### src/rtl/seg7_scan_reader_if.sv
// Bus between a 7-segment scanner (master) and the scan reader (slave).
// With SEG7_SCAN_DP_EN defined, the decimal point signals are added.
interface seg7_scan_reader_if #(
    parameter int unsigned DIGITS = 6
);
    logic [6:0]          seg_n;
    logic [DIGITS-1:0]   dig_sel;
    logic                cap_valid;
    logic [2:0]          cap_slot;
    logic [3:0]          cap_digit;
    logic                frame_valid;
    logic [4*DIGITS-1:0] digits;
    logic [DIGITS-1:0]   digit_bad;
    logic                sel_error;
`ifdef SEG7_SCAN_DP_EN
    logic                dp_n;
    logic                cap_dp;
    logic [DIGITS-1:0]   dp_mask;

    modport master (
        output seg_n, dig_sel, dp_n,
        input  cap_valid, cap_slot, cap_digit, cap_dp, frame_valid,
               digits, digit_bad, dp_mask, sel_error
    );

    modport slave (
        input  seg_n, dig_sel, dp_n,
        output cap_valid, cap_slot, cap_digit, cap_dp, frame_valid,
               digits, digit_bad, dp_mask, sel_error
    );
`else
    modport master (
        output seg_n, dig_sel,
        input  cap_valid, cap_slot, cap_digit, frame_valid,
               digits, digit_bad, sel_error
    );

    modport slave (
        input  seg_n, dig_sel,
        output cap_valid, cap_slot, cap_digit, frame_valid,
               digits, digit_bad, sel_error
    );
`endif
endinterface

### src/rtl/seg7_scan_reader.sv
// Recovers hex digits from a multiplexed active-low 7-segment bus.
// Each sample is debounced, decoded and written to a per-position slot;
// a frame is published once every slot has been captured.
// Optional decimal point capture is enabled by defining SEG7_SCAN_DP_EN.
module seg7_scan_reader #(
    parameter int unsigned STABLE_CYCLES = 4,
    parameter int unsigned DIGITS        = 6
) (
    input logic               clk,
    input logic               reset,
    seg7_scan_reader_if.slave bus
);

    localparam int unsigned CNT_W = 8;
`ifdef SEG7_SCAN_DP_EN
    localparam int unsigned SAMPLE_W = DIGITS + 8;
`else
    localparam int unsigned SAMPLE_W = DIGITS + 7;
`endif
    localparam logic [CNT_W-1:0] CNT_MAX = CNT_W'(STABLE_CYCLES);
    localparam logic [CNT_W-1:0] CNT_HIT = CNT_W'(STABLE_CYCLES - 1);

    typedef enum logic [1:0] {
        IDLE   = 2'd0,
        SETTLE = 2'd1,
        HELD   = 2'd2
    } state_t;

    state_t              state;
    logic [SAMPLE_W-1:0] sample_d;
    logic [SAMPLE_W-1:0] sample_q;
    logic [CNT_W-1:0]    stable_cnt;
    logic [DIGITS-1:0]   sel_q;
    logic [6:0]          seg_q;
    logic                sel_any;
    logic                sel_onehot;
    logic                stable_hit;
    logic [2:0]          sel_slot;
    logic [3:0]          dec_val;
    logic                dec_bad;
    logic                capture_fire;
    logic [DIGITS-1:0]   seen;
    logic                seen_full;
    logic [4*DIGITS-1:0] work_val;
    logic [4*DIGITS-1:0] work_val_next;
    logic [DIGITS-1:0]   work_bad;
    logic [DIGITS-1:0]   work_bad_next;
`ifdef SEG7_SCAN_DP_EN
    logic                dp_q;
    logic [DIGITS-1:0]   work_dp;
    logic [DIGITS-1:0]   work_dp_next;
`endif

    // Raw sample as compared for stability
    always_comb begin
`ifdef SEG7_SCAN_DP_EN
        sample_d = {bus.dp_n, bus.dig_sel, bus.seg_n};
`else
        sample_d = {bus.dig_sel, bus.seg_n};
`endif
    end

    // Input register and saturating run-length counter of identical samples
    always_ff @(posedge clk or posedge reset) begin
        if (reset) begin
            sample_q   <= '0;
            stable_cnt <= '0;
        end else begin
            sample_q <= sample_d;
            if (sample_d == sample_q) begin
                if (stable_cnt != CNT_MAX) begin
                    stable_cnt <= stable_cnt + CNT_W'(1);
                end
            end else begin
                stable_cnt <= '0;
            end
        end
    end

    // Field split and select qualification of the registered sample
    always_comb begin
        sel_q      = sample_q[DIGITS+6:7];
        seg_q      = sample_q[6:0];
        sel_any    = |sel_q;
        sel_onehot = sel_any && ((sel_q & (sel_q - DIGITS'(1))) == '0);
        stable_hit = (stable_cnt == CNT_HIT);
        sel_slot   = '0;
        for (int unsigned i = 0; i < DIGITS; i++) begin
            if (sel_q[i]) begin
                sel_slot = 3'(i);
            end
        end
    end

`ifdef SEG7_SCAN_DP_EN
    assign dp_q = sample_q[SAMPLE_W-1];
`endif

    // Active-low segment pattern (g..a) to hex value
    always_comb begin
        dec_val = 4'h0;
        dec_bad = 1'b0;
        case (seg_q)
            7'b1000000: dec_val = 4'h0;
            7'b1111001: dec_val = 4'h1;
            7'b0100100: dec_val = 4'h2;
            7'b0110000: dec_val = 4'h3;
            7'b0011001: dec_val = 4'h4;
            7'b0010010: dec_val = 4'h5;
            7'b0000010: dec_val = 4'h6;
            7'b1111000: dec_val = 4'h7;
            7'b0000000: dec_val = 4'h8;
            7'b0010000: dec_val = 4'h9;
            7'b0001000: dec_val = 4'hA;
            7'b0000011: dec_val = 4'hB;
            7'b1000110: dec_val = 4'hC;
            7'b0100001: dec_val = 4'hD;
            7'b0000110: dec_val = 4'hE;
            7'b0001110: dec_val = 4'hF;
            default: begin
                dec_val = 4'h0;
                dec_bad = 1'b1;
            end
        endcase
    end

    assign capture_fire = (state == SETTLE) && sel_any && stable_hit && sel_onehot;

    // Debounce FSM with registered capture and select-error outputs
    always_ff @(posedge clk or posedge reset) begin
        if (reset) begin
            state         <= IDLE;
            bus.cap_valid <= 1'b0;
            bus.cap_slot  <= '0;
            bus.cap_digit <= '0;
            bus.sel_error <= 1'b0;
`ifdef SEG7_SCAN_DP_EN
            bus.cap_dp    <= 1'b0;
`endif
        end else begin
            bus.cap_valid <= 1'b0;
            bus.sel_error <= 1'b0;
            case (state)
                IDLE: begin
                    if (sel_any) begin
                        state <= SETTLE;
                    end
                end
                SETTLE: begin
                    if (!sel_any) begin
                        state <= IDLE;
                    end else if (stable_hit) begin
                        state <= HELD;
                        if (sel_onehot) begin
                            bus.cap_valid <= 1'b1;
                            bus.cap_slot  <= sel_slot;
                            bus.cap_digit <= dec_val;
`ifdef SEG7_SCAN_DP_EN
                            bus.cap_dp    <= dp_q;
`endif
                        end else begin
                            bus.sel_error <= 1'b1;
                        end
                    end
                end
                HELD: begin
                    // Counter only returns to zero when the sample changes
                    if (stable_cnt == '0) begin
                        state <= sel_any ? SETTLE : IDLE;
                    end
                end
                default: state <= IDLE;
            endcase
        end
    end

    // Working slot contents after this cycle's capture, if any
    always_comb begin
        work_val_next = work_val;
        work_bad_next = work_bad;
`ifdef SEG7_SCAN_DP_EN
        work_dp_next  = work_dp;
`endif
        for (int unsigned i = 0; i < DIGITS; i++) begin
            if (capture_fire && sel_q[i]) begin
                work_val_next[4*i +: 4] = dec_val;
                work_bad_next[i]        = dec_bad;
`ifdef SEG7_SCAN_DP_EN
                work_dp_next[i]         = dp_q;
`endif
            end
        end
    end

    assign seen_full = (seen == {DIGITS{1'b1}});

    // Working slots, seen mask and frame publication
    always_ff @(posedge clk or posedge reset) begin
        if (reset) begin
            seen            <= '0;
            work_val        <= '0;
            work_bad        <= '0;
            bus.frame_valid <= 1'b0;
            bus.digits      <= '0;
            bus.digit_bad   <= '0;
`ifdef SEG7_SCAN_DP_EN
            work_dp         <= '0;
            bus.dp_mask     <= '0;
`endif
        end else begin
            work_val        <= work_val_next;
            work_bad        <= work_bad_next;
            bus.frame_valid <= 1'b0;
`ifdef SEG7_SCAN_DP_EN
            work_dp         <= work_dp_next;
`endif
            if (seen_full) begin
                // A capture landing on this edge is folded into the frame
                bus.frame_valid <= 1'b1;
                bus.digits      <= work_val_next;
                bus.digit_bad   <= work_bad_next;
`ifdef SEG7_SCAN_DP_EN
                bus.dp_mask     <= work_dp_next;
`endif
                seen            <= '0;
            end else if (capture_fire) begin
                seen <= seen | sel_q;
            end
        end
    end

endmodule
### src/flat_wrapper.sv
// flat-port wrapper written by rule: the top's interface ports become plain ports
module seg7_scan_reader_flat 
#(
    parameter int unsigned STABLE_CYCLES = 4,
    parameter int unsigned DIGITS        = 6
)
  (clk, reset, bus_seg_n, bus_dig_sel, bus_cap_valid, bus_cap_slot, bus_cap_digit, bus_frame_valid, bus_digits, bus_digit_bad, bus_sel_error);
  seg7_scan_reader_if #(.DIGITS(DIGITS)) bus_i ();
  input logic clk;
  input logic reset;
  input wire logic [$bits(bus_i.seg_n)-1:0] bus_seg_n;
  input wire logic [$bits(bus_i.dig_sel)-1:0] bus_dig_sel;
  output wire logic [$bits(bus_i.cap_valid)-1:0] bus_cap_valid;
  output wire logic [$bits(bus_i.cap_slot)-1:0] bus_cap_slot;
  output wire logic [$bits(bus_i.cap_digit)-1:0] bus_cap_digit;
  output wire logic [$bits(bus_i.frame_valid)-1:0] bus_frame_valid;
  output wire logic [$bits(bus_i.digits)-1:0] bus_digits;
  output wire logic [$bits(bus_i.digit_bad)-1:0] bus_digit_bad;
  output wire logic [$bits(bus_i.sel_error)-1:0] bus_sel_error;
  assign bus_i.seg_n = bus_seg_n;
  assign bus_i.dig_sel = bus_dig_sel;
  assign bus_cap_valid = bus_i.cap_valid;
  assign bus_cap_slot = bus_i.cap_slot;
  assign bus_cap_digit = bus_i.cap_digit;
  assign bus_frame_valid = bus_i.frame_valid;
  assign bus_digits = bus_i.digits;
  assign bus_digit_bad = bus_i.digit_bad;
  assign bus_sel_error = bus_i.sel_error;
  seg7_scan_reader #(.STABLE_CYCLES(STABLE_CYCLES), .DIGITS(DIGITS)) u_core (.clk(clk), .reset(reset), .bus(bus_i));
endmodule
### config.mk
export PLATFORM = sky130hd
export DESIGN_NAME = seg7_scan_reader_flat
export DESIGN_NICKNAME = d
export VERILOG_FILES = /design/src/rtl/seg7_scan_reader_if.sv /design/src/rtl/seg7_scan_reader.sv /design/src/flat_wrapper.sv
export SDC_FILE = /design/constraint.sdc
export NUM_CORES = 1
export LEC_CHECK = 0
export BUFFER_PORTS_ARGS = -buffer_cell sky130_fd_sc_hd__buf_2
export CAP_MARGIN = 20
export CORE_MARGIN = 4
export CORE_UTILIZATION = 30
export CTS_CLUSTER_DIAMETER = 100
export DETAILED_ROUTE_END_ITERATION = 6
export PLACE_DENSITY = 0.58
export SLEW_MARGIN = 20
export SYNTH_ARGS = -nofsm -noshare
export SYNTH_HDL_FRONTEND = slang
export SYNTH_SLANG_ARGS = --single-unit
### constraint.sdc
create_clock -name clk -period 4.32 [get_ports clk]
set_clock_uncertainty 0.1 [all_clocks]
set_input_delay 0.648 -clock clk [delete_from_list [all_inputs] [get_ports clk]]
set_output_delay 0.648 -clock clk [all_outputs]
set_load 0.1 [all_outputs]
# After elaboration in Yosys (flattened, before gate mapping)
# Cells that the tools add are included.
# totals
ff_bits	99
out_inout_bits	40
# op_classes
addsub	2
muxes	38
bitwise	2
n_eq_ne	25
n_reduce_logical	19
# ops
cell	n
case mux 4 bit (15 select lines)	1
equality test 7 bit, second input constant	4
2-to-1 mux 4 bit	6
equality test 7 x 5 -> 1 bit, second input constant	3
equality test 7 x 6 -> 1 bit, second input constant	3
2-to-1 mux 1 bit	18
2-to-1 mux 8 bit	2
OR reduction 16 bit	1
equality test 7 x 2 -> 1 bit, second input constant	2
equality test 7 x 4 -> 1 bit, second input constant	2
equality test 13 bit	1
2-to-1 mux 2 bit	6
2-to-1 mux 6 bit	2
logical AND 1 bit	10
adder 8 x 1 -> 8 bit, second input constant	1
equality test 8 x 2 -> 1 bit, second input constant	1
logical NOT 8 bit	1
!= test 8 x 3 -> 1 bit, second input constant	1
equality test 7 x 3 -> 1 bit, second input constant	1
logical NOT 7 bit	1
AND 6 bit	1
equality test 6 bit, second input constant	1
logical NOT 6 bit	1
2-to-1 mux 3 bit	2
13 further kinds	14

# Longest topological paths before layout
# Gate-level depths: netlist of the first run.
# depth
word_depth	8
mapped_depth	7
ltp_nobuf	6

# Worst setup path after synthesis of the first run
# OpenSTA, ideal clock, no wires.
# synth_path
path_kind	flip-flop to flip-flop
start	register u_core.sample_q[9]
end	register u_core.bus.digits[12] (netlist name)
path_stages_with_launch	7
t_arrival_ns	2.287
setup_slack_ns	1.805
n_path_buf	1
period_less_slack_ns	2.515
setup_time_ns	0.128
cell_sequence	dfrtp_1 -> buf_6 -> or4b_4 -> o211a_4 -> nor4b_4 -> mux2_2 -> mux2_1
# synth_between
elab_chain_cells	7
elab_cells_between_ends	10
classes_between	1 x add/sub; 1 x mux; 1 x bitwise; 7 x reduce/logical
# synth_rtl
item	line_no	source
start, declared	seg7_scan_reader.sv:31	logic [SAMPLE_W-1:0] sample_q;
start signal, assigned	seg7_scan_reader.sv:69	sample_q <= sample_d;
subtractor 6 x 1 -> 6 bit	seg7_scan_reader.sv:85	sel_onehot = sel_any && ((sel_q & (sel_q - DIGITS'(1))) == '0);
AND 6 bit	seg7_scan_reader.sv:85	
logical NOT 6 bit	seg7_scan_reader.sv:85	
logical AND 1 bit	seg7_scan_reader.sv:85	
logical AND 1 bit (*)	seg7_scan_reader.sv:127	assign capture_fire = (state == SETTLE) && sel_any && stable_hit && sel_onehot;
logical AND 1 bit (*)	seg7_scan_reader.sv:185	if (capture_fire && sel_q[i]) begin
2-to-1 mux 4 bit (*)	seg7_scan_reader.sv:185	
named net u_core.work_val_next[12]	seg7_scan_reader.sv:45	logic [4*DIGITS-1:0] work_val_next;
end signal, assigned	seg7_scan_reader.sv:220	bus.digits <= work_val_next;
end, declared	seg7_scan_reader_if.sv:41	digits, digit_bad, sel_error
# The timed path passes the listed nets; every way through them passes the cells marked *.
# A chain may end at the register's enable or synchronous reset.

# Worst setup path after layout of the first run
# layout_path
start	register u_core.stable_cnt[5]
end	register u_core.bus.digits[1] (netlist name)
# layout_between
elab_chain_cells	5
# layout_rtl
item	line_no	source
start, declared	seg7_scan_reader.sv:32	logic [CNT_W-1:0] stable_cnt;
start signal, assigned	seg7_scan_reader.sv:72	stable_cnt <= stable_cnt + CNT_W'(1);
equality test 8 x 2 -> 1 bit	seg7_scan_reader.sv:86	stable_hit = (stable_cnt == CNT_HIT);
logical AND 1 bit (2 in a row)	seg7_scan_reader.sv:127	
logical AND 1 bit	seg7_scan_reader.sv:185	
2-to-1 mux 4 bit	seg7_scan_reader.sv:185	
named net u_core.work_val_next[1]	seg7_scan_reader.sv:45	
# The timed path passes the listed nets, and every way through them passes these cells.

==> results.cfg, run 1 <==
[run_status]
status = finished, final reports clean

[cells_and_area]
multi_input_area_mm2 = 0.00189
syn2layout_area_growth_pct = 16.5
fin_util_pct = 35.9
fill_cells = 1457
antennaDiodeCount = 0
ff_latch_area_mm2 = 0.00248
fin_nets = 439
layout_common_cells = dfrtp_1, buf_2, mux2_2, nor2_1, nand2_1
layout_commonest_cell = dfrtp_1
drive_gt1_share_pct = 33.5

[route]
final_antenna_net_count = 0
routed_wl_mm = 9.79
drt_first_pass_iters = 4
wl_per_cell_um = 16.0
drtIter0Drc = 91
drc = 0
vias = 3056
post_drt_via_cell_ratio = 5.00

[clocking]
clock-sinks = 99
cts_resized = 0
cts_root_buf = clkbuf_16
worst_skew_pair.late_latency_ps = 350
cts_tree = done
cts_buffer_depth = 2
postCtsSetupRepairBufs = 0
cts_buffers = 9
path_clk_slew_ps = 70
ctsHtreeMaxLevel = 3
cts-hold-fix-buffers = 0

[synthesis]
yosysSeqAreaShare_pct = 54.9
async_flop_share_pct = 100
ys_seq_elements = 99
synth_cells = 375
syn_avg_cell_area_um2 = 12.0
ys_warn_count = 0
yosys.cell_types.count = 60
syn_nets = 392
syn_area_mm2 = 0.00451
ys.flop_type = dfrtp_1
synth_edf_count = 0

[worst_setup_path]
path_class = flip-flop to flip-flop
reg2reg_depth = 5
path_common_cell = mux2_2
start_kind = flip-flop
critPathTopFamily = simple AND/OR/NAND/NOR gates
arrival_ps = 2930
crit_path_start = u_core.stable_cnt[5]
cp_max_fo = 6
r2r_start = u_core.stable_cnt[5]
max_stage_delay_ps = 720
cp.buffers_inverters = 0
reg2reg_to = u_core.bus.digits[1]
cp_slowest_cell = nor3_1
critPathCaptureType = flip-flop
cp.required_ps = 4450
rrSetupSlack_ps = 1530
path_cells = nor4_4 -> nand3_1 -> nor3_1 -> mux2_2 -> mux2_2

[power_and_ir_drop]
pwr-share-clk_pct = 44.2
cellPowerDensity_mw_per_mm2 = 352
switching_share_pct = 23.4
p_int_mw = 1.42
ir_drop_v = 0.000233
switchingPower_uw = 432
leakage_nw = 2.49
p_seq_share_pct = 51.6
p_comb_share_pct = 4.1

[grt]
grt_max_degree = 74
grt_pass1_wl_mm = 16.2
grt_pass1_vias = 3058
grtUsageMet3_pct = 2.76
grtUsageTotal_pct = 12.2
use_met1_pct = 17.0
busiest_layer = met2
gr-usage-met2_pct = 18.7
antenna_found_initial = 0
grt_overflow_total = 0

[timing]
max_clock_freq_mhz = 358
report.final.slew_viol_count = 0
slew_headroom_pct = 34.4
period_needed_ps = 2790
finalHoldViolCount = 0
setup_viol = 0
setup_tns_ps = 0
worst_pin_slew_ps = 982
min_period_over_period_pct = 64.7
rsz0062_at_grt = false

[floorplanning]
rows = 44
ios = 55
die_w_um = 131
dieArea_mm2 = 0.0171
initial_core_util_pct = 30.8
core_mm2 = 0.0146
fp.dieH_um = 131

[place]
placement.io_buffers = 54
gp_congestion = 0.770
dpl.hpwl_mm = 6.74

[hold_path]
whs_endpoint = u_core.sample_q[1]
min_path_type = input pin to flip-flop
min_from = bus_seg_n[1]
min_path_cells = 1

[flow_run]
maxCapViolations = 0
## per-layer routing
| layer | up-vias | routed length (µm) |
|---|---|---|
| li1 | 1441 | - |
| met5 | - | 0 |
| met1 | 1558 | 4800 |
| met2 | 45 | 4520 |
| met3 | 12 | 316 |
| met4 | 0 | 146 |
## synthesized netlist by cell type, types with 2 or more instances
cell type	n	area share (%)
and3b_1	2	0.39
or3_1	5	0.69
o211ai_1	5	0.83
clkbuf_1	12	1.0
nor3b_1	5	0.83
o22ai_1	2	0.28
nor4_4	2	0.94
buf_2	3	0.33
buf_6	2	0.50
a311oi_1	2	0.39
a31oi_1	3	0.42
nand3_1	4	0.44
a31o_2	2	0.39
o31ai_1	2	0.33
o41ai_1	3	0.58
ha_1	2	0.55
nor2b_1	3	0.42
a21oi_1	10	1.1
or2_2	2	0.28
buf_1	3	0.25
nor4_1	5	0.69
xnor2_1	12	2.3
mux2_1	2	0.50
a211oi_1	3	0.50
dfrtp_1	99	55
nor4b_1	3	0.58
mux2_2	53	13
nand4_1	9	1.2
nand2_1	22	1.8
inv_1	15	1.2
nor2_1	26	2.2
nor3_1	4	0.44
o21ai_0	10	1.1
and2_1	4	0.55
xor2_1	9	1.7
## flip-flops by register name (all words and copies together), names as in the netlist
register                flops
u_core.bus.cap_valid        1
u_core.seen                 6
u_core.sample_q            13
u_core.bus.cap_digit        4
u_core.state                2
u_core.bus.digits          24
u_core.bus.frame_valid      1
u_core.work_bad             6
u_core.bus.cap_slot         3
u_core.work_val            24
u_core.bus.sel_error        1
u_core.stable_cnt           8
u_core.bus.digit_bad        6
## power by group through the flow
stage | combinational [mW] | clock (mW) | sequential, mW
floorplan | 0.0686 | 0 | 0.955
global route | 0.0866 | 0.884 | 0.956
detailed placement | 0.0785 | 0 | 0.972
CTS | 0.0787 | 0.838 | 0.954
global placement | 0.0767 | 0 | 0.971
finish | 0.0765 | 0.818 | 0.954
## kinds of logic (layout without fill, tap and decap cells)
logic type | after synthesis | in the layout | synth area share (%)
AOI/OAI and AO/OA | 53 | 53 | 8.52
xor gates and xnor gates | 21 | 21 | 4.08
adders and majority gates | 3 | 3 | 0.777
buffers and inverters | 37 | 89 | 3.52
DFF | 99 | 99 | 54.9
muxes | 56 | 56 | 14.0
and+or+nand+nor | 106 | 106 | 14.2
## stage by stage
step	setup WS, ps	total power, mW	cell area, µm²	hold WS, ps	instances
CTS	1520	1.87	5250	318	611
detailed placement	1530	1.05	4950	369	595
global placement	1610	1.05	4950	376	595
finish	1530	1.85	5250	332	611
floorplan	982	1.02	4510	338	375
global route	1370	1.93	5250	320	611
## how the worst max path moves through the flow
stage / end / slack [ps] / depth (start not counted)
after floorplan: u_core.bus.cap_digit[0] / 980 / 1
after global placement: u_core.bus.digits[12] / 1610 / 5
after detailed placement: u_core.bus.digits[1] / 1530 / 5
after CTS: u_core.bus.digits[1] / 1520 / 5
after global routing: u_core.bus.digits[1] / 1370 / 5
final: u_core.bus.digits[1] / 1530 / 5
## worst reg2reg max path: stages, from the launching register on
cell	delay (ps)
dfrtp_1	440
nor4_4	450
nand3_1	280
nor3_1	720
mux2_2	430
mux2_2	270
## cell type report
type / instances / share of cell area [%]
clock buffers: 10 / 4.36
clock inverters: 6 / 1.36
inverters: 16 / 1.19
multi-input cells: 239 / 36.0
flip-flops and latches: 99 / 47.2
well taps: 184 / 4.38
repair buffers: 57 / 5.58
Note: power is estimated with default switching activity, not from simulation.
==> run 2, diff against run 1 <==
Clock period 4.32 ns to 2.8 ns, I/O delays scaled along.
==> results.cfg, run 2 (synthesized netlist as in run 1, its figures left out) <==
[run_status]
status = finished, final reports clean

[worst_setup_path]
reg2reg_depth = 5
path_class = flip-flop to flip-flop
critPathCaptureType = flip-flop
cp_max_fo = 19
start_kind = flip-flop
r2r_start = u_core.sample_q[0]
rrSetupSlack_ps = 240
cp.required_ps = 2980
reg2reg_to = u_core.work_bad[3]
arrival_ps = 2740

[clocking]
clock-sinks = 99
worst_skew_pair.late_latency_ps = 350
ctsHtreeMaxLevel = 3
cts_resized = 0
cts_tree = done
cts_buffer_depth = 2
cts_buffers = 9
path_clk_slew_ps = 70
cts-hold-fix-buffers = 0
cts_root_buf = clkbuf_16
postCtsSetupRepairBufs = 0

[hold_path]
min_path_type = input pin to async pin

[timing]
setup_viol = 0
report.final.slew_viol_count = 0
finalHoldViolCount = 0
rsz0062_at_grt = false
slew_headroom_pct = 47.8
worst_pin_slew_ps = 775
setup_tns_ps = 0
min_period_over_period_pct = 91.3
max_clock_freq_mhz = 391
period_needed_ps = 2560

[grt]
antenna_found_initial = 0
grtUsageTotal_pct = 12.2
grt_pass1_wl_mm = 16.2
grt_pass1_vias = 3154
grt_max_degree = 77
grt_overflow_total = 0

[power_and_ir_drop]
ir_drop_v = 0.000230
leakage_nw = 2.56
cellPowerDensity_mw_per_mm2 = 537

[route]
vias = 3065
routed_wl_mm = 9.93
drtIter0Drc = 157
drt_first_pass_iters = 4
highest_layer = met4
dr_wl_met2_mm = 4.65
post_drt_via_cell_ratio = 4.92
drc = 0
final_antenna_net_count = 0
met1_length_mm = 4.71
wl_per_cell_um = 15.9
wl_met3_um = 374

[floorplanning]
dieArea_mm2 = 0.0171
die_w_um = 131
ios = 55
core_mm2 = 0.0146
initial_core_util_pct = 30.8
fp.dieH_um = 131
rows = 44

[cells_and_area]
layout_common_cells = dfrtp_1, buf_2, mux2_2, nor2_1, nand2_1
drive_gt1_share_pct = 35.3
syn2layout_area_growth_pct = 19.1
layout_commonest_cell = dfrtp_1
fin_area_mm2 = 0.00537
fin_nets = 451
antennaDiodeCount = 0
reg.largest.list = u_core.bus.digits (24), u_core.work_val (24), u_core.sample_q (13)

[place]
gp_congestion = 0.798
postPlaceCellArea_mm2 = 0.00506
placement.io_buffers = 54
dpl.hpwl_mm = 6.88

[flow_run]
maxCapViolations = 0
==> run 2: power by group <==
part / leakage, nW / switching, mW / internal (mW) / total [mW]
sequential: 1.35 / 0.0312 / 1.44 / 1.47
combinational: 1.06 / 0.0804 / 0.0495 / 0.130
clock: 0.149 / 0.558 / 0.728 / 1.29
==> run 2: how the worst max path moves through the flow <==
stage,startpoint,to,cells past startpoint
2_1_floorplan,u_core.sample_q[9],u_core.bus.digits[12],6
3_3_place_gp,u_core.sample_q[10],u_core.bus.digits[0],7
3_5_place_dp,u_core.sample_q[10],u_core.bus.digits[1],7
4_1_cts,u_core.sample_q[10],u_core.bus.digits[1],7
5_1_grt,u_core.sample_q[10],u_core.bus.digits[2],7
6_report,u_core.sample_q[0],u_core.work_bad[3],5
==> run 2: layer usage <==
layer / vias to the layer above / global-route usage [%]
met5: - / 0
li1: 1462 / -
met1: 1546 / 16.1
met3: 13 / 2.80
met4: 0 / 5.26
met2: 44 / 19.3
==> run 2: final cells by class <==
type	count	area, µm²
repair buffers	69	408
clock buffers	10	239
multi-input cells	239	1880
flip-flops and latches	99	2480
fillers	1460	9270
well taps	184	230
clock inverters	6	72.6
inverters	16	63.8
==> run 2: per-stage QoR <==
stage | setup WS (ps) | cells | utilization, % | total power, mW | hold WS, ps
6_report | 243 | 623 | 36.7 | 2.89 | 5.08
5_1_grt | 17.2 | 623 | 36.7 | 3.00 | 45.0
4_1_cts | 207 | 623 | 36.7 | 2.92 | 17.6
3_5_place_dp | 226 | 607 | 34.6 | 1.63 | 372
3_3_place_gp | 245 | 607 | 34.6 | 1.62 | 362
2_1_floorplan | 285 | 375 | - | 1.58 | 338
==> run 2: critical path, stage by stage, from the launching register on <==
cell       delay [ps]
dfrtp_1           700
and3b_1           250
o2111ai_1         220
o21ai_0           330
nor3_1            620
mux2_2            280
